[src/rtl/fetch_pkg.sv]
// ----------------------------------------------------------------------------
// fetch_pkg
// Shared constants and types for the branch-predicting fetch stage.
//   NOP_INSTR  : instruction placed in IF/ID for a bubble (addi x0,x0,0)
//   ctr_t      : 2-bit saturating branch counter encodings
//   ctr_next() : saturating increment/decrement of a counter
// ----------------------------------------------------------------------------
package fetch_pkg;

    localparam logic [31:0] NOP_INSTR = 32'h0000_0013;

    typedef enum logic [1:0] {
        SNT = 2'b00,  // strongly not-taken
        WNT = 2'b01,  // weakly not-taken
        WT  = 2'b10,  // weakly taken
        ST  = 2'b11   // strongly taken
    } ctr_t;

    localparam ctr_t CTR_RESET = WNT;  // value of every counter out of reset
    localparam ctr_t CTR_ALLOC = WT;   // value of a freshly allocated entry

    // Move the counter one step toward the observed outcome, pinned at 00/11.
    function automatic ctr_t ctr_next(input ctr_t c, input logic taken);
        if (taken) begin
            return (c == ST) ? ST : ctr_t'(c + 2'd1);
        end
        return (c == SNT) ? SNT : ctr_t'(c - 2'd1);
    endfunction

endpackage

[src/rtl/btb_bht.sv]
// ----------------------------------------------------------------------------
// btb_bht
// Direct-mapped branch target buffer with a 2-bit counter per entry.
//   clk, rst          : clock, asynchronous active-high reset
//   lookup_word_i     : fetch PC without its two zero LSBs
//   lookup_taken_o    : entry hits and its counter says taken
//   lookup_target_o   : stored target of the looked-up entry
//   upd_en_i          : a resolved branch is reported this cycle
//   upd_word_i        : resolved branch PC without its two zero LSBs
//   upd_taken_i       : actual outcome
//   upd_target_i      : actual taken target (LSBs already cleared)
// Lookup is purely combinational, so a same-cycle update to the same entry
// is only visible from the next cycle on.
// ----------------------------------------------------------------------------
module btb_bht
    import fetch_pkg::*;
#(
    parameter int XLEN        = 64,
    parameter int BTB_ENTRIES = 16
) (
    input  logic            clk,
    input  logic            rst,
    input  logic [XLEN-3:0] lookup_word_i,
    output logic            lookup_taken_o,
    output logic [XLEN-1:0] lookup_target_o,
    input  logic            upd_en_i,
    input  logic [XLEN-3:0] upd_word_i,
    input  logic            upd_taken_i,
    input  logic [XLEN-1:0] upd_target_i
);

    localparam int IDX   = $clog2(BTB_ENTRIES);
    localparam int TAG_W = XLEN - IDX - 2;

    logic              valid_q  [BTB_ENTRIES];
    ctr_t              ctr_q    [BTB_ENTRIES];
    logic [TAG_W-1:0]  tag_q    [BTB_ENTRIES];
    logic [XLEN-1:0]   target_q [BTB_ENTRIES];

    logic [IDX-1:0]    lk_idx, up_idx;
    logic [TAG_W-1:0]  lk_tag, up_tag;
    logic              lk_hit, up_hit;

    assign lk_idx = lookup_word_i[IDX-1:0];
    assign lk_tag = lookup_word_i[XLEN-3:IDX];
    assign up_idx = upd_word_i[IDX-1:0];
    assign up_tag = upd_word_i[XLEN-3:IDX];

    assign lk_hit = valid_q[lk_idx] && (tag_q[lk_idx] == lk_tag);
    assign up_hit = valid_q[up_idx] && (tag_q[up_idx] == up_tag);

    assign lookup_taken_o  = lk_hit && ctr_q[lk_idx][1];
    assign lookup_target_o = target_q[lk_idx];

    // NOTE: only valid bits and counters carry a reset; tag/target live in a
    // separate reset-less block so they can map onto plain RAM/flop arrays,
    // and a cleared valid bit already makes their contents irrelevant.
    always_ff @(posedge clk or posedge rst) begin
        if (rst) begin
            for (int i = 0; i < BTB_ENTRIES; i++) begin
                // NOTE: state is always written with <= so every flop samples
                // values from before the edge, independent of statement order.
                valid_q[i] <= 1'b0;
                ctr_q[i]   <= CTR_RESET;
            end
        end else if (upd_en_i) begin
            if (up_hit) begin
                ctr_q[up_idx] <= ctr_next(ctr_q[up_idx], upd_taken_i);
            end else if (upd_taken_i) begin
                valid_q[up_idx] <= 1'b1;
                ctr_q[up_idx]   <= CTR_ALLOC;
            end
        end
    end

    // A taken outcome always writes tag and target: on a hit the tag is
    // unchanged, on a miss this is the allocation.
    always_ff @(posedge clk) begin
        if (upd_en_i && upd_taken_i) begin
            tag_q[up_idx]    <= up_tag;
            target_q[up_idx] <= upd_target_i;
        end
    end

endmodule

[src/rtl/if_stage_bpred.sv]
// ----------------------------------------------------------------------------
// if_stage_bpred
// Instruction-fetch stage with BTB + 2-bit counter branch prediction.
//   clk, rst           : clock, asynchronous active-high reset
//   imem_addr          : fetch address (current PC, combinational)
//   imem_rdata         : instruction at imem_addr (combinational)
//   stall              : decode stall, holds PC and IF/ID
//   ex_redirect(_pc)   : flush and restart fetch at ex_redirect_pc
//   ex_update*         : resolved branch outcome for predictor training
//   if_pc/if_instr/if_valid/if_pred_taken/if_pred_target : IF/ID register
// Priority each cycle: redirect > stall > normal fetch. Predictor training
// runs regardless of stall/redirect.
// ----------------------------------------------------------------------------
module if_stage_bpred
    import fetch_pkg::*;
#(
    parameter int          XLEN        = 64,
    parameter int          BTB_ENTRIES = 16,
    parameter logic [63:0] RESET_PC    = 64'h0
) (
    input  logic            clk,
    input  logic            rst,
    output logic [XLEN-1:0] imem_addr,
    input  logic [31:0]     imem_rdata,
    input  logic            stall,
    input  logic            ex_redirect,
    input  logic [XLEN-1:0] ex_redirect_pc,
    input  logic            ex_update,
    input  logic [XLEN-1:0] ex_update_pc,
    input  logic            ex_update_taken,
    input  logic [XLEN-1:0] ex_update_target,
    output logic [XLEN-1:0] if_pc,
    output logic [31:0]     if_instr,
    output logic            if_valid,
    output logic            if_pred_taken,
    output logic [XLEN-1:0] if_pred_target
);

    logic [XLEN-1:0] pc_q, pc_d;
    logic [XLEN-1:0] if_pc_q, if_pc_d;
    logic [31:0]     if_instr_q, if_instr_d;
    logic            if_valid_q, if_valid_d;
    logic            if_taken_q, if_taken_d;
    logic [XLEN-1:0] if_target_q, if_target_d;

    logic            pred_taken;
    logic [XLEN-1:0] pred_target;
    logic [XLEN-1:0] next_pc;
    logic [XLEN-1:0] redirect_pc;
    logic [XLEN-1:0] update_target;

    // Instructions are word aligned: externally supplied addresses lose
    // their two LSBs, which are otherwise ignored.
    assign redirect_pc   = {ex_redirect_pc[XLEN-1:2], 2'b00};
    assign update_target = {ex_update_target[XLEN-1:2], 2'b00};

    logic unused_low_bits;
    assign unused_low_bits = ^{ex_redirect_pc[1:0], ex_update_pc[1:0],
                               ex_update_target[1:0]};

    btb_bht #(
        .XLEN        (XLEN),
        .BTB_ENTRIES (BTB_ENTRIES)
    ) u_btb (
        .clk             (clk),
        .rst             (rst),
        .lookup_word_i   (pc_q[XLEN-1:2]),
        .lookup_taken_o  (pred_taken),
        .lookup_target_o (pred_target),
        .upd_en_i        (ex_update),
        .upd_word_i      (ex_update_pc[XLEN-1:2]),
        .upd_taken_i     (ex_update_taken),
        .upd_target_i    (update_target)
    );

    // Sequential +4 wraps naturally at 2^XLEN.
    assign next_pc   = pred_taken ? pred_target : pc_q + XLEN'(4);
    assign imem_addr = pc_q;

    always_comb begin
        // NOTE: every _d gets its hold value first, so no path through the
        // branches below leaves a variable unassigned (no latch).
        pc_d        = pc_q;
        if_pc_d     = if_pc_q;
        if_instr_d  = if_instr_q;
        if_valid_d  = if_valid_q;
        if_taken_d  = if_taken_q;
        if_target_d = if_target_q;
        if (ex_redirect) begin
            pc_d       = redirect_pc;
            if_instr_d = NOP_INSTR;
            if_valid_d = 1'b0;
            if_taken_d = 1'b0;
        end else if (!stall) begin
            pc_d        = next_pc;
            if_pc_d     = pc_q;
            if_instr_d  = imem_rdata;
            if_valid_d  = 1'b1;
            if_taken_d  = pred_taken;
            if_target_d = next_pc;
        end
    end

    always_ff @(posedge clk or posedge rst) begin
        if (rst) begin
            pc_q        <= RESET_PC[XLEN-1:0];
            if_pc_q     <= '0;
            if_instr_q  <= NOP_INSTR;
            if_valid_q  <= 1'b0;
            if_taken_q  <= 1'b0;
            if_target_q <= '0;
        end else begin
            pc_q        <= pc_d;
            if_pc_q     <= if_pc_d;
            if_instr_q  <= if_instr_d;
            if_valid_q  <= if_valid_d;
            if_taken_q  <= if_taken_d;
            if_target_q <= if_target_d;
        end
    end

    assign if_pc          = if_pc_q;
    assign if_instr       = if_instr_q;
    assign if_valid       = if_valid_q;
    assign if_pred_taken  = if_taken_q;
    assign if_pred_target = if_target_q;

endmodule

[config.mk]
export PLATFORM = sky130hd
export DESIGN_NAME = if_stage_bpred
export DESIGN_NICKNAME = d
export VERILOG_FILES = /design/src/rtl/fetch_pkg.sv /design/src/rtl/btb_bht.sv /design/src/rtl/if_stage_bpred.sv
export SDC_FILE = /design/constraint.sdc
export NUM_CORES = 2
export LEC_CHECK = 0
export CORE_ASPECT_RATIO = 0.8
export CORE_MARGIN = 2
export CORE_UTILIZATION = 40
export CTS_BUF_LIST = sky130_fd_sc_hd__clkbuf_8
export CTS_CLUSTER_DIAMETER = 80
export DETAILED_ROUTE_END_ITERATION = 10
export GPL_TIMING_DRIVEN = 0
export PLACE_DENSITY = 0.59
export SKIP_CTS_REPAIR_TIMING = 1
export SYNTH_ARGS = -nofsm -noshare
export SYNTH_HDL_FRONTEND = slang
export SYNTH_HIERARCHICAL = 1
export SYNTH_SLANG_ARGS = --single-unit
[constraint.sdc]
create_clock -name clk -period 9.85 [get_ports clk]
set_input_delay 1.97 -clock clk [delete_from_list [all_inputs] [get_ports clk]]
set_output_delay 1.97 -clock clk [all_outputs]
set_load 0.02 [all_outputs]
* Yosys cells after proc, flatten, opt, wreduce, memory -nomap -nowiden
Memories as Yosys holds them, arrays and structs flattened.
Index checks and enable logic that the tools add are counted.
** Operators by class
- $add $sub $neg :: 3
- Eq/ne operators :: 4
- Reduce and logical (&&, ||, !) cells :: 10
- $lt $le $gt $ge :: 3
- Multiplexer cells :: 39
- Bitwise logic cells :: 9
** Operator list (count)
- two-way mux 64 bit :: 3
- two-way mux 32 bit :: 4
- == test 58 bit :: 2
- adder 64 x 3 -> 64 bit, second input constant :: 1
- bitwise mux 32 bit :: 1
- OR 16 bit :: 2
- two-way mux 2 bit :: 11
- AND 16 bit :: 1
- binary-select mux 2 bit (select 4 bit) :: 2
- NOT 16 bit :: 1
- two-way mux 1 bit :: 14
- greater-or-equal comparator 5 bit, second input constant :: 2
- NOT 4 -> 5 bit :: 2
- binary-select mux 1 bit (select 4 bit) :: 2
- demux 2 bit (select 4 bit) :: 1
- logical AND 1 bit :: 5
- less-than comparator 5 x 1 -> 1 bit, second input constant :: 1
- demux 1 bit (select 4 bit) :: 1
- AND reduction 2 bit :: 2
- NOT 1 bit :: 3
- AND reduction 3 bit :: 1
- adder 2 x 1 -> 2 bit, second input constant :: 1
- == test 2 bit, second input constant :: 1
- zero test 2 bit :: 1
- other kinds (3) :: 3
** Word-level totals
- Register bits after elaboration :: 274
- Memories :: 2
- Output and inout bits :: 226
- Memory bits (writable) :: 1920
** Memories
- u_btb.target_q :: depth 16, width 62, rd ports 1, clocked after memory_dff 0, wr ports 1, line btb_bht.sv:38 : logic [XLEN-1:0] target_q [BTB_ENTRIES];
- u_btb.tag_q :: depth 16, width 58, rd ports 2, clocked after memory_dff 0, wr ports 1, line btb_bht.sv:37 : logic [TAG_W-1:0] tag_q [BTB_ENTRIES];

* Depth between registers and ports, before layout
- Depth after elaboration :: 12
- Gate-level depth with buffers :: 19
- Gate-level depth less buffers :: 13

* By module
Netlist, hierarchy kept.
** Modules (own cells, without submodules)
- btb_bht :: seq. area each 59837.4 um^2, instances 1, area an instance 86115.1 um^2, cells each 3989
- if_stage_bpred :: seq. area each 5659.2 um^2, instances 1, area an instance 11078.1 um^2, cells each 1251

* Worst setup path after synthesis
No wires, ideal clock.
- Path type :: in2reg
- Start :: input ex_update_pc[4]
- End :: memory u_btb/tag_q[4][0] (netlist bit), enable pin
- Library setup time :: 0.608 ns
- Path slack :: 1.029 ns
- Cell stages on the path :: 6
- Arrival time :: 8.213 ns
- Cell sequence :: buf_2 > nor2b_1 > clkbuf_1 > clkbuf_1 > nand3_1 > nor2_1
** RTL lines
- from (decl) :: line if_stage_bpred.sv:29 : input logic [XLEN-1:0] ex_update_pc,
- to (decl) :: line btb_bht.sv:37
Straight into the memory's write port.

* Final worst setup path
- Start :: register pc_q[4], in the netlist imem_addr[4]
- End :: register if_target_q[50], in the netlist if_pred_target[50]
** On the way
- Longest elaborated chain between the ends :: 7
- Elaborated cells between the ends (all ways) :: 14
** Ends and longest elaborated chain
- from (decl) :: line if_stage_bpred.sv:39 : logic [XLEN-1:0] pc_q, pc_d;
- from (signal assigned) :: line if_stage_bpred.sv:106 : pc_q <= RESET_PC[XLEN-1:0];
- from (signal assigned) :: line if_stage_bpred.sv:113 : pc_q <= pc_d;
- branches (longest 5 deep; another with memory (16 x 58 bit))
- logical AND 1 bit * :: line btb_bht.sv:52 : assign lookup_taken_o = lk_hit && ctr_q[lk_idx][1];
- via pred_taken :: line if_stage_bpred.sv:46 : logic pred_taken;
- two-way mux 64 bit * :: line if_stage_bpred.sv:77 : assign next_pc = pred_taken ? pred_target : pc_q + XLEN'(4);
- to (signal assigned) :: line if_stage_bpred.sv:118 : if_target_q <= if_target_d;
- to (decl) :: line if_stage_bpred.sv:44 : logic [XLEN-1:0] if_target_q, if_target_d;
Mark *: on every way through the listed nets, which the timed path passes. The select of a mux whose other input is x is not followed.
A chain may end at the register's enable or synchronous reset.

==> reports/results.ini <==
[status]
status = finished, violations left
violations = capacitance limit, slew limit

[routing]
drt_first_iter_violations = 10220
routed-via-count = 62760
firstDrtPassIters = 6
detail_route.drc_violations = 0
route.detailed.vias_per_inst = 6.476
wirelength_um = 390400
wire_per_inst_um = 40.29
final_antenna_net_count = 0

[timing]
final_period_utilization_pct = 95.02
setup_viol = 0
slew_viol_final = 3
max_slew_margin_pct = -0.7824
grt_setup_unrepaired = no
final_critical_path_setup_slack_ps = 490.4
period_minus_slack_ps = 9360
worst_pin_slew_ps = 1501
clock_skew_ps = 99.39
timing.final.hold_violations = 0
max_freq_ghz = 0.1068
totalNegativeSetupSlack_ps = 0

[pwr]
report.power.total_uw = 21650
ir_drop_v = 0.0001119
pwr_density_cell_nw_per_um2 = 187.9
leakage_uw = 0.03855

[synthesis]
postSynth.topFlopCell = edfxtp_1
synth_compound_gate_area_share_pct = 3.396
ys_ff_latch = 2226
netlist_top_cells_count = edfxtp_1 (1952), mux4_2 (788), nand2_1 (474)
yosys-mux-area-fraction_pct = 21.64
synth_largest_type_area_fraction_pct = 60.31
synth.yosys.seq_area_share_pct = 67.39
avgSynthCellArea_um2 = 18.55
syn_area_um2 = 97190
synthAdderAreaFrac_pct = 0.03347
synth_edf_count = 1952
synthTopCellsByArea = edfxtp_1 (60%), mux4_2 (18%), dfrtp_1 (6.6%), mux2i_1 (2.1%), nand2_1 (1.8%)
synth_area_leader_cell = edfxtp_1
fraction_of_synthesized_cell_area_in_xor_and_xnor_cells_pct = 1.189
yosys.cell_types.count = 92
cells_after_synthesis = 5240
yosys.cell_count.top_type = edfxtp_1
main_combinational_cell_family_by_area_after_synthesis = multiplexers
yosysWarnings = 6
post_synth_and_or_nand_nor_area_fraction_pct = 4.466
ys_async_sr_fraction_pct = 12.31

[run]
number_of_maximum_capacitance_violations = 3

[die]
floorplan.io_pins = 456
fp-row-count = 161
fp.coreArea_um2 = 241100
design.die.area_um2 = 247000
die-height_um = 444.9
initial_core_util_pct = 40.31
fp.dieW_um = 555.1

[clock_network]
clkTransAtPathRegs_ps = 60
ctsRootBufferMaster = clkbuf_8
clkSinkCount = 2226
max-clock-path-buffers = 4
cts_tree = done
clock_network_latency_to_the_later_pin_of_the_worst_skew_pair_ps = 1050
cts-buffers-inserted = 360
cts.htree.levels = 5

[global_routing]
grt_antenna_before_repair = 62
global_route.overflow_total = 0
grt_start_max_net_pins = 118
grt_util_all_layers_pct = 31.16
via_count_of_the_first_global_routing_pass = 59250
grt_first_pass_wirelength_um = 521100

[setup_path]
cp-startpoint = imem_addr[4]
critPathMaxFanout = 10
critPathCaptureType = register
setup.worst_path.start_class = register
reg2reg_setup_slack_ps = 490
critical_path_class = register to register
endpoint = if_pred_target[50]
ff2ff_path_depth = 16
arrival_ps = 10300
timing.critical_path.required_ps = 10790
crit-reg2reg-capture = if_pred_target[50]
worst_flop_to_flop_path_startpoint = imem_addr[4]

[placed_design]
pre_cts_slack_ps = 819.9
place.detailed.hpwl_um = 279300
place.detailed.instances = 9020
port_buffers = 444
place.gp.congestion = 1.021

[layout]
finalNonFillerCells = 9690
finalNetCount = 6437
layout-drive-gt1-share_pct = 24.79
area_delta_synth_final_pct = 18.54
final_core_utilization_pct = 47.78

[worst_hold_path]
hold_path_depth = 2
hold_path_class = register to register

[layout by cell type (no fill, tap or decap), types with 37 or more instances in the layout]
master and count:
buf_12 100, nor4_1 40, clkbuf_1 176, mux2i_1 203, nand2_1 474, clkdlybuf4s50_1 444, inv_1 173, nand4_1 37
xnor2_1 59, edfxtp_1 1952, nand3_1 61, xor2_1 72, clkbuf_8 381, nor2_1 129, a22oi_1 45, a21oi_1 57
mux2_2 60, buf_2 52, o21ai_0 119, buf_1 55, mux4_2 788, dfrtp_1 255, clkinv_1 76
[area by class of cell]
type	instances	area, µm²
fill	20180	125900
buffer	343	1655
clock buffer	381	5244
sequential	2226	65500
tap	3178	3976
antenna	33	82.58
clock inverter	254	1229
inverter	54	210.2
timing repair buffer	573	7181
multi-input combinational	2648	30140
[state kept, by name (all words and copies together), names as in the netlist]
register        cells
u_btb/tag_q       928
if_instr           32
if_valid            1
u_btb/valid_q      16
u_btb/ctr_q        32
imem_addr          64
u_btb/target_q   1024
if_pred_taken       1
if_pc              64
if_pred_target     64
[worst max-delay path, stage by stage, from the launching register on]
cell	delay, ps
dfrtp_1	450
clkbuf_1	880
clkbuf_1	760
clkbuf_1	1090
buf_1	1040
clkbuf_2	750
o221ai_1	220
nor4_1	370
nand4_1	140
nor4_2	840
inv_1	130
clkbuf_1	380
nor3_1	360
clkbuf_1	810
clkbuf_1	630
nand2_1	200
nand3_1	130
[routing by layer]
metal  vias to the layer above  global-route usage [%]  wire (µm)
li1                      23590                       -          -
met1                     33940                   45.28     157700
met2                      4495                   44.52     167700
met3                       698                   9.667      50500
met4                        34                   10.21      14200
met5                         -                       0        221
[through the flow]
step           instance area, µm²  hold WS, ps
4_1_cts                    115100        476.7
3_3_place_gp               105700        460.0
6_report                   115200        477.0
2_1_floorplan               97310        440.8
5_1_grt                    115200        497.7
3_5_place_dp               108600        462.2
[worst min path at each step]
stage,from,endpoint,slack [ps]
finish,if_pc[40],if_pc[40],480
floorplan,u_btb/valid_q[10],u_btb/valid_q[10],440
global placement,u_btb/valid_q[1],u_btb/valid_q[1],460
global route,if_pred_target[11],if_pred_target[11],500
detailed placement,if_pc[40],if_pc[40],460
CTS,if_pc[40],if_pc[40],480
[kinds of logic after synthesis]
| group | count (synthesis) |
|---|---|
| AO/OA/AOI/OAI | 478 |
| XOR/XNOR | 132 |
| adder cells (fa/ha/maj) | 3 |
| buffers and inverters | 397 |
| flip-flops | 2226 |
| multiplexers | 1073 |
| other | 1 |
| AND/OR/NAND/NOR | 930 |
[power breakdown]
group / internal, µW / switching [µW] / total [µW]
clock network: 3720 / 3780 / 7500
logic: 1290 / 2100 / 3390
registers: 10500 / 250 / 10800
No activity file was read; power rests on OpenSTA's default activity.
